<file path="src/rtl/sid.sv">
// Shared SID core types.
// Sub-cycle counter used to time-multiplex the voice slots.
package sid;

    typedef logic [4:0] cycle_t;

endpackage

</file>
<file path="src/rtl/sid_dca.sv">
// Voice amplifier: waveform x envelope per slot, summed per chip.
// Three-stage pipeline over six time-multiplexed voice slots.
module sid_dca
    import sid::*;
#(
    parameter int WAV_BITS = 12,
    parameter int ENV_BITS = 8,
    parameter int MIX_BITS = 22
) (
    input  logic                               clk,
    input  logic                               res_n,
    input  cycle_t                             cycle,
    input  logic        [WAV_BITS-1:0]         wav,
    input  logic        [ENV_BITS-1:0]         env,
    input  logic                               mute,
    output logic signed [WAV_BITS+ENV_BITS-1:0] voice_out,
    output logic signed [MIX_BITS-1:0]         mix0,
    output logic signed [MIX_BITS-1:0]         mix1,
    output logic        [1:0]                  mix_stb
);

    localparam int PROD_BITS = WAV_BITS + ENV_BITS;

    logic                        in_win;
    logic                        s1_vld;
    logic [2:0]                  s1_slot;
    logic signed [WAV_BITS-1:0]  s1_s;
    logic [ENV_BITS-1:0]         s1_env;
    logic                        s1_mute;

    logic                        s2_vld;
    logic [2:0]                  s2_slot;
    logic signed [PROD_BITS-1:0] s2_prod;

    logic signed [PROD_BITS-1:0] op_a;
    logic signed [PROD_BITS-1:0] op_b;
    logic signed [PROD_BITS-1:0] prod;

    logic signed [MIX_BITS-1:0]  acc [2];
    logic                        arm [2];
    logic signed [MIX_BITS-1:0]  ext;
    logic signed [MIX_BITS-1:0]  sum;
    logic                        chip;
    logic [1:0]                  pos;

    assign in_win = (cycle >= cycle_t'(6)) && (cycle <= cycle_t'(11));

    always_ff @(posedge clk or negedge res_n) begin
        if (!res_n) begin
            s1_vld  <= 1'b0;
            s1_slot <= '0;
            s1_s    <= '0;
            s1_env  <= '0;
            s1_mute <= 1'b0;
        end else begin
            s1_vld <= in_win;
            if (in_win) begin
                s1_slot <= 3'(cycle - cycle_t'(6));
                s1_s    <= {~wav[WAV_BITS-1], wav[WAV_BITS-2:0]};
                s1_env  <= env;
                s1_mute <= mute;
            end
        end
    end

    // Envelope is unsigned: zero-extend it before the signed multiply.
    assign op_a = {{ENV_BITS{s1_s[WAV_BITS-1]}}, s1_s};
    assign op_b = {{WAV_BITS{1'b0}}, s1_env};
    assign prod = op_a * op_b;

    always_ff @(posedge clk or negedge res_n) begin
        if (!res_n) begin
            s2_vld  <= 1'b0;
            s2_slot <= '0;
            s2_prod <= '0;
        end else begin
            s2_vld <= s1_vld;
            if (s1_vld) begin
                s2_slot <= s1_slot;
                s2_prod <= s1_mute ? '0 : prod;
            end
        end
    end

    always_comb begin
        chip = 1'b0;
        pos  = 2'd3;
        unique case (s2_slot)
            3'd0: begin chip = 1'b0; pos = 2'd0; end
            3'd1: begin chip = 1'b0; pos = 2'd1; end
            3'd2: begin chip = 1'b0; pos = 2'd2; end
            3'd3: begin chip = 1'b1; pos = 2'd0; end
            3'd4: begin chip = 1'b1; pos = 2'd1; end
            3'd5: begin chip = 1'b1; pos = 2'd2; end
            default: ;
        endcase
    end

    assign ext = {{(MIX_BITS-PROD_BITS){s2_prod[PROD_BITS-1]}}, s2_prod};
    assign sum = acc[chip] + ext;

    // A chip only publishes after seeing its first voice since reset.
    always_ff @(posedge clk or negedge res_n) begin
        if (!res_n) begin
            voice_out <= '0;
            mix0      <= '0;
            mix1      <= '0;
            mix_stb   <= '0;
            acc[0]    <= '0;
            acc[1]    <= '0;
            arm[0]    <= 1'b0;
            arm[1]    <= 1'b0;
        end else begin
            mix_stb <= '0;
            if (s2_vld) begin
                voice_out <= s2_prod;
                unique case (pos)
                    2'd0: begin
                        acc[chip] <= ext;
                        arm[chip] <= 1'b1;
                    end
                    2'd1: acc[chip] <= sum;
                    2'd2: begin
                        if (arm[chip]) begin
                            if (chip) mix1 <= sum;
                            else      mix0 <= sum;
                            mix_stb[chip] <= 1'b1;
                            arm[chip]     <= 1'b0;
                        end
                    end
                    default: ;
                endcase
            end
        end
    end

endmodule

</file>
<file path="config.mk">
export PLATFORM = sky130hd
export DESIGN_NAME = sid_dca
export DESIGN_NICKNAME = d
export VERILOG_FILES = /design/src/rtl/sid.sv /design/src/rtl/sid_dca.sv
export SDC_FILE = /design/constraint.sdc
export NUM_CORES = 1
export LEC_CHECK = 0
export BUFFER_PORTS_ARGS = -buffer_cell sky130_fd_sc_hd__buf_2
export CORE_MARGIN = 2
export CORE_UTILIZATION = 61
export DETAILED_ROUTE_END_ITERATION = 16
export PLACE_DENSITY = 0.79
export SYNTH_ARGS = -nofsm -noshare
export SYNTH_HDL_FRONTEND = slang
export SYNTH_SLANG_ARGS = --single-unit
</file>
<file path="constraint.sdc">
create_clock -name clk -period 5.7 [get_ports clk]
set_clock_uncertainty 0.05 [all_clocks]
set_input_delay 0.285 -clock clk [delete_from_list [all_inputs] [get_ports clk]]
set_output_delay 0.285 -clock clk [all_outputs]
set_load 0.005 [all_outputs]
</file>
==> flow_summary.ini, run 1 <==
[run_status]
outcome = finished clean

[global_route]
grt_max_degree = 105
antenna_found_initial = 0
overflow = 0
first_global_vias = 8342
grt_use_total_pct = 25.7
grt_pass1_wl_um = 40600

[floorplan]
core_area_mm2 = 0.0180
start_util_pct = 62.2
die_w_um = 140
dieArea_mm2 = 0.0195
boundaryPins = 94
row_count = 49
fp.dieH_um = 140

[min_path]
holdPathStages = 2
worstHoldStart = env[0]
min_path_type = input port to flip-flop
holdPathEnd = s1_env[0]

[synth]
synth_area_per_cell_um2 = 9.91
yosys-top-cells-count = dfrtp_1, inv_1, nand2_1
synth_top_family_by_area = adder cells
synthSimpleGateAreaFrac_pct = 12.9
synthMuxAreaShare_pct = 8.82
synth_enable_flop_cells = 0
synth_area_leader_cell = dfrtp_1
yosys_warnings = 0
synth-compound-area-share_pct = 12.2
synth_seq_cells = 161
ys_types = 63
async_flop_share_pct = 100
yosys_most_used_dff = dfrtp_1
syn-cell-area_mm2 = 0.0112
ys_seq_area_share_pct = 35.9
ys_top_cells_by_area = dfrtp_1, fa_1, mux2_2, ha_1, inv_1
synth_xor_area_share_pct = 2.50
synth_nets = 1298
synthCells = 1131
synth.most_common_cell = dfrtp_1
synth_top_area_share_pct = 35.9
synth_fa_ha_area_share_pct = 20.7

[sta]
fin_tns_setup_ps = 0
finalSetupViolCount = 0
period_minus_slack_ps = 5090
period_share_pct = 89.3
tightestPinTransition_ps = 945
slew_violations = 0
hold_viol = 0
rsz0062_at_grt = false
slew_headroom_pct = 37.0
fmaxAchievable_mhz = 196

[cells_and_area]
diodes = 0
fin_nets = 1371
drive_gt1_share_pct = 18.6
fin_area_mm2 = 0.0124
syn_to_final_growth_pct = 10.9

[worst_setup_path]
reg2reg_slack_ps = 610
worstPathArrival_ps = 5330
reg2reg_from = s1_env[5]
path_class = flip-flop to flip-flop
cp-end-kind = flip-flop
path_delay_family = adder cells
worstPathRequired_ps = 5940
r2r_end = s2_prod[19]
slowest_stage = dfrtp_1
critPathMaxFanout = 13
startpoint = s1_env[5]
r2r_cells = 16
max_stage_delay_ps = 540
crit_chain = nand2_1 > fa_1 > fa_1 > inv_1 > fa_1 > inv_1 > fa_1 > inv_1 > ha_1 > and2_1 > nand3_1 > a2111oi_0 > nor2_1 > a21oi_1 > a311o_1 > o221ai_1
start_kind = flip-flop
critPathMostFrequentCell = fa_1
path_buf_inv = 3

[route]
drtAntennaViolNets = 0
drt-pass1-iter-count = 5
drtIter0Drc = 450
routed_wl_um = 23700
vias = 8146
avgRoutedWirePerCell_um = 16.4
drc = 0
vias_per_cell = 5.63

[cts]
tritoncts = done
cts.hold.buffers_added = 2
numCtsBuffers = 17
cts_setup_buffers = 0
cts-root-buf = clkbuf_16
clkLatencyLatePin_ps = 430
clock_path_buffers = 2
cts_resized = 0
htreeDepth = 4
clock-sinks = 161
path_clk_slew_ps = 60

[placement]
numPortBuffers = 93
hpwlAfterDp_um = 17600
placed_area_mm2 = 0.0118
gp_routability_congestion = 0.883

[job]
drv_cap = 0
-- stage by stage --
step,util (%),hold WS (ps),instances,setup WS [ps]
2_1_floorplan,-,-60.6,1131,1020
3_3_place_gp,65.6,402,1412,827
3_5_place_dp,65.6,408,1412,745
4_1_cts,69.0,25.4,1446,692
5_1_grt,69.0,29.8,1446,375
6_report,69.0,33.4,1446,611
-- cell type report --
type / instances / area (um2)
Clock buffer: 18 / 439
Clock inverter: 14 / 149
Fill cell: 1364 / 5600
Inverter: 150 / 563
Multi-Input combinational cell: 770 / 6400
Sequential cell: 161 / 4030
Tap cell: 229 / 287
Timing Repair Buffer: 104 / 559
-- state kept, by name, summed over array words and instances, names as in the netlist, named ones only --
name and flops:
acc 44, s2_prod 20, s1_vld 1, mix0 22, s1_slot 3, s2_slot 3, mix1 22, s2_vld 1
mix_stb 2, s1_env 8, s1_s 12, s1_mute 1, voice_out 20
-- per-layer routing --
| metal | up-vias | global-route usage, % | routed length [um] |
|---|---|---|---|
| met3 | 31 | 4.20 | 1120 |
| li1 | 3905 | - | - |
| met5 | - | 0 | 0 |
| met2 | 217 | 43.1 | 11500 |
| met4 | 0 | 7.89 | 403 |
| met1 | 3993 | 34.7 | 10700 |
-- worst max path at each step --
stage	endpoint	slack (ps)	depth (start not counted)
floorplan	s2_prod[18]	1020	17
detailed placement	s2_prod[19]	740	16
CTS	s2_prod[19]	690	16
global placement	s2_prod[19]	830	16
global route	s2_prod[19]	380	16
finish	s2_prod[19]	610	16
-- placed cells by master (no fill, tap or decap), drive strengths merged, types with 3 or more instances in the layout --
cell / count
a22oi: 3
o31ai: 13
and2: 56
fa: 77
a221oi: 6
o21bai: 4
dfrtp: 161
o21ai: 64
nand2: 148
xor2: 10
mux2: 78
buf: 102
a31oi: 6
o21a: 6
a21oi: 37
mux2i: 11
nor3: 18
and4: 3
and3: 3
nand4: 3
clkinv: 5
inv: 156
ha: 62
o22ai: 14
nand3: 6
clkbuf: 18
or2: 4
xnor2: 22
or3: 3
a221o: 4
a21o: 26
nand2b: 10
nor2b: 3
nand3b: 7
o211ai: 7
nor2: 33
-- logic make-up after synthesis --
family	after synthesis
AND/OR/NAND/NOR	302
AO/OA/AOI/OAI	208
buffers and inverters	200
flip-flops	161
adder cells (fa/ha/maj)	139
multiplexers	89
XOR/XNOR	32
Power of run 1 is left out: the tool's default activity adds up to more than one toggle a clock period on the data nets, which glitch-free logic cannot reach.
==> run 2, diff against run 1 <==
CORE_UTILIZATION = 66   (was 61)
PLACE_DENSITY = 0.85   (was 0.79)
clock period = 6.57 ns   (was 5.7 ns; I/O delays follow)
==> run 2 against run 1 <==
  * Critical path depth stayed put
  * Worst hold slack worse by 18 ps
  * Setup slack gained 880 ps
  * Count of clock-buffer cells in the layout stayed put
  * Non-clock buffer count fell by 2
  * Via count rose by 2.4%
  * First-iteration DRC count is 24% higher
==> flow_summary.ini, run 2 (synthesis results as in run 1) <==
[run_status]
outcome = finished clean

[route]
drtAntennaViolNets = 0
vias = 8338
drc = 0
routed_wl_um = 24700
drt-pass1-iter-count = 5
avgRoutedWirePerCell_um = 17.2
drtIter0Drc = 560
vias_per_cell = 5.81

[cts]
path_clk_slew_ps = 70
clkLatencyLatePin_ps = 430
numCtsBuffers = 17
cts-root-buf = clkbuf_16
htreeDepth = 4
cts_setup_buffers = 0
clock_path_buffers = 2
cts_resized = 0
clock-sinks = 161
tritoncts = done

[cells_and_area]
largest_reg_flops = 44
fillCellCount = 1169
mostFrequentLayoutCells = dfrtp_1, inv_1, nand2_1
syn_to_final_growth_pct = 10.5
diodes = 0
fin_nets = 1369
final_common_cell = dfrtp_1
top_register = acc
drive_gt1_share_pct = 18.4
fin_area_mm2 = 0.0124
top_regs = acc (44), mix0 (22), mix1 (22)
regArea_mm2 = 0.00403
multiInputGateArea_mm2 = 0.00640

[global_route]
first_global_vias = 8441
grt_pass1_wl_um = 41400
grt_max_degree = 104
overflow = 0
grt_use_total_pct = 29.0
antenna_found_initial = 0

[sta]
fin_tns_setup_ps = 0
finalSetupViolCount = 0
fmaxAchievable_mhz = 197
rsz0062_at_grt = false
slew_headroom_pct = 25.5
tightestPinTransition_ps = 1120
slew_violations = 0
hold_viol = 0
period_minus_slack_ps = 5080
period_share_pct = 77.4

[worst_setup_path]
path_class = flip-flop to flip-flop
critPathMaxFanout = 13
start_kind = flip-flop
cp-end-kind = flip-flop
critPathMostFrequentCell = fa_1
worstPathArrival_ps = 5320
worstPathRequired_ps = 6810
max_stage_delay_ps = 540
slowest_stage = dfrtp_1
crit_chain = nand2_1 > fa_1 > fa_1 > inv_1 > fa_1 > inv_1 > fa_1 > inv_1 > ha_1 > and2_1 > nand3_1 > a2111oi_0 > nor2_1 > a21oi_1 > a311o_1 > o221ai_1

[placement]
hpwlAfterDp_um = 18300
numPortBuffers = 93
placed_area_mm2 = 0.0118
gp_routability_congestion = 0.931

[floorplan]
start_util_pct = 67.6
fp.dieH_um = 134
core_area_mm2 = 0.0166
dieArea_mm2 = 0.0180
boundaryPins = 94
die_w_um = 134
row_count = 47

[job]
drv_cap = 0

[min_path]
min_path_type = input port to flip-flop
-- run 2: cell types whose count changed in the layout (fill, tap and decap cells not counted), moves of 2 or more --
cell / delta
clkinv_2: -2
clkinv_4: -2
clkinvlp_4: +3
inv_6: +3
inv_8: -3
-- run 2: through the flow --
step | hold WS [ps] | utilization [%] | setup slack, ps | instances
final | 15.6 | 74.7 | 1490 | 1434
after global routing | 6.88 | 74.7 | 1130 | 1434
after CTS | 6.89 | 74.7 | 1560 | 1434
after detailed placement | 410 | 71.2 | 1600 | 1402
after global placement | 402 | 71.2 | 1690 | 1402
after floorplan | -17.1 | - | 1890 | 1131
-- run 2: final cells by class --
| cell class | instances | area share (%) |
|---|---|---|
| clock buffers | 18 | 3.46 |
| clock inverters | 13 | 1.21 |
| inverters | 150 | 4.54 |
| multi-input cells | 770 | 51.7 |
| flip-flops and latches | 161 | 32.5 |
| well taps | 220 | 2.22 |
| repair buffers | 102 | 4.37 |
-- run 2: layer usage --
| metal | wire length (um) | GRT usage, % | up-vias | share of wire (%) |
|---|---|---|---|---|
| met5 | 0 | 0 | - | 0 |
| met4 | 539 | 9.12 | 0 | 2.2 |
| met3 | 1120 | 4.08 | 52 | 4.5 |
| met2 | 12500 | 51.0 | 288 | 50 |
| met1 | 10600 | 37.4 | 4096 | 43 |
| li1 | - | - | 3902 | - |
-- run 2: timing repair --
action,4_1_cts,5_1_grt
endpoints found under the hold margin,3,0
hold buffers,1,0
endpoints found under the setup margin,0,0
-- run 2: worst max-delay path, delay by kind of cell (launching register included) --
family                     cells  cell delay, ps
adders and majority gates      5            2470
buffers and inverters          3             150
AOI/OAI and AO/OA              4            1160
DFF                            1             540
and+or+nand+nor                4             570
-- run 2: worst paths after layout --
kind	start	slack (ps)	endpoint	cells after the start
setup reg to reg	s1_env[5]	1490	s2_prod[19]	16
setup / recovery	s1_env[5]	1490	s2_prod[19]	16
min in group asynchronous	res_n	500	mix0[4]	2
hold reg to reg	mix0[4]	420	mix0[4]	2
hold / removal	wav[11]	20	s1_s[11]	2
max in group asynchronous	res_n	4740	mix1[11]	3
Power of run 2 is left out for the same reason.
==> run 3, diff against run 2 <==
CORE_UTILIZATION = 61   (was 66)
PLACE_DENSITY = 0.79   (was 0.85)
clock period = 5.22 ns   (was 6.57 ns; I/O delays follow)
==> run 3 against run 2 <==
  * Non-clock buffer count rose by 4
  * Critical path depth did not move
  * Via count fell by 2.0%
  * Worst hold slack got worse by 10 ps
  * Core utilization fell by 5.5 points
  * Count of clock-buffer cells in the layout fell by 1
  * Critical path type unchanged
  * Die area rose by 8.0%
  * Final area rose by 0.65%
  * Sequential cell count did not move
  * Register-to-register slack got worse by 1200 ps
==> flow_summary.ini, run 3 (synthesis results as in run 1) <==
[run_status]
outcome = finished clean

[worst_setup_path]
r2r_end = s2_prod[19]
path_class = flip-flop to flip-flop
cp-end-kind = flip-flop
reg2reg_slack_ps = 300
worstPathRequired_ps = 5440
worstPathArrival_ps = 5140
start_kind = flip-flop
r2r_cells = 16
critPathMaxFanout = 13
reg2reg_from = s1_env[3]

[placement]
gp_routability_congestion = 0.918
hpwlAfterDp_um = 17600
numPortBuffers = 93

[cts]
clock_path_buffers = 2
cts-root-buf = clkbuf_16
numCtsBuffers = 17
htreeDepth = 4
path_clk_slew_ps = 70
cts_setup_buffers = 0
clock-sinks = 161
tritoncts = done
clkLatencyLatePin_ps = 430

[floorplan]
dieArea_mm2 = 0.0195
die_w_um = 140
fp.dieH_um = 140
row_count = 49
boundaryPins = 94
start_util_pct = 62.2
core_area_mm2 = 0.0180

[sta]
period_minus_slack_ps = 4920
finalSetupViolCount = 0
fmaxAchievable_mhz = 203
fin_tns_setup_ps = 0
slew_violations = 0
rsz0062_at_grt = false
hold_viol = 0
slew_headroom_pct = 35.5
tightestPinTransition_ps = 968
period_share_pct = 94.2

[route]
routed_wl_um = 23600
vias_per_cell = 5.65
vias = 8169
drtAntennaViolNets = 0
drt-pass1-iter-count = 5
avgRoutedWirePerCell_um = 16.3
drc = 0
drtIter0Drc = 459

[cells_and_area]
fin_nets = 1373
top_regs = acc (44), mix0 (22), mix1 (22)
mostFrequentLayoutCells = dfrtp_1, inv_1, nand2_1
largest_reg_flops = 44
top_register = acc
drive_gt1_share_pct = 18.7
diodes = 0
fillCellCount = 1415
syn_to_final_growth_pct = 11.2
final_common_cell = dfrtp_1

[min_path]
worstHoldStart = env[4]
holdPathStages = 2
min_path_type = input port to flip-flop
holdPathEnd = s1_env[4]

[global_route]
antenna_found_initial = 0
grt_pass1_wl_um = 40500
grt_use_total_pct = 25.6
grt_max_degree = 104
overflow = 0
first_global_vias = 8440

[job]
drv_cap = 0
==> run 3: changes by cell type in the layout (fill, tap and decap cells not counted), sizes merged <==
cell	before	now
dlygate4sd3	1	5
bufinv	2	3
clkinvlp	5	4
inv	156	155
clkinv	0	1
clkbuf	18	17
==> run 3: timing repair <==
item / 4_1_cts / 5_1_grt
hold buffers: 4 / 1
hold endpoints to repair: 105 / 1
setup endpoints to repair: 0 / 1
resized for setup: 0 / 4
==> run 3: layout make-up <==
type	instances	area (um2)	area share, %
clock inverters	13	178	1.42
multi-input cells	770	6400	51.3
repair buffers	106	582	4.66
inverters	150	563	4.51
flip-flops and latches	161	4030	32.3
clock buffers	17	425	3.41
well taps	229	287	2.30
==> run 3: per-layer routing <==
layer	global-route usage (%)	up-vias	wire [um]
li1	-	3904	-
met1	34.4	3956	10500
met2	42.8	262	11400
met3	4.20	47	1130
met4	8.58	0	532
met5	0	-	0
==> run 3: worst max-delay path by stage <==
stage / startpoint / cells after the start / endpoint
final: s1_env[3] / 16 / s2_prod[19]
after floorplan: s1_env[2] / 17 / s2_prod[18]
after detailed placement: s1_env[5] / 16 / s2_prod[19]
after global routing: s1_env[3] / 16 / s2_prod[19]
after CTS: s1_env[5] / 16 / s2_prod[19]
after global placement: s1_env[5] / 16 / s2_prod[19]
==> run 3: per-stage QoR <==
| step | worst slack, ps | utilization (%) | cell area [um2] | std cells | hold slack, ps |
|---|---|---|---|---|---|
| floorplan | 543 | - | 11200 | 1131 | -84.6 |
| global placement | 348 | 65.5 | 11800 | 1411 | 375 |
| detailed placement | 289 | 65.5 | 11800 | 1411 | 377 |
| CTS | 277 | 69.1 | 12500 | 1445 | 0.0416 |
| global route | 0.516 | 69.2 | 12500 | 1446 | 1.96 |
| finish | 303 | 69.2 | 12500 | 1446 | 5.42 |
==> run 3: worst max-delay path, cell delays in order, from the launching register on <==
cell       delay, ps
dfrtp_1          540
nand2_1          130
fa_1             470
fa_1             490
inv_1             50
fa_1             520
inv_1             50
fa_1             530
inv_1             40
ha_1             390
and2_1           180
nand3_1           90
a2111oi_0        430
nor2_1           150
a21oi_1          300
a311o_1          210
o221ai_1         100
Power of run 3 is left out for the same reason.
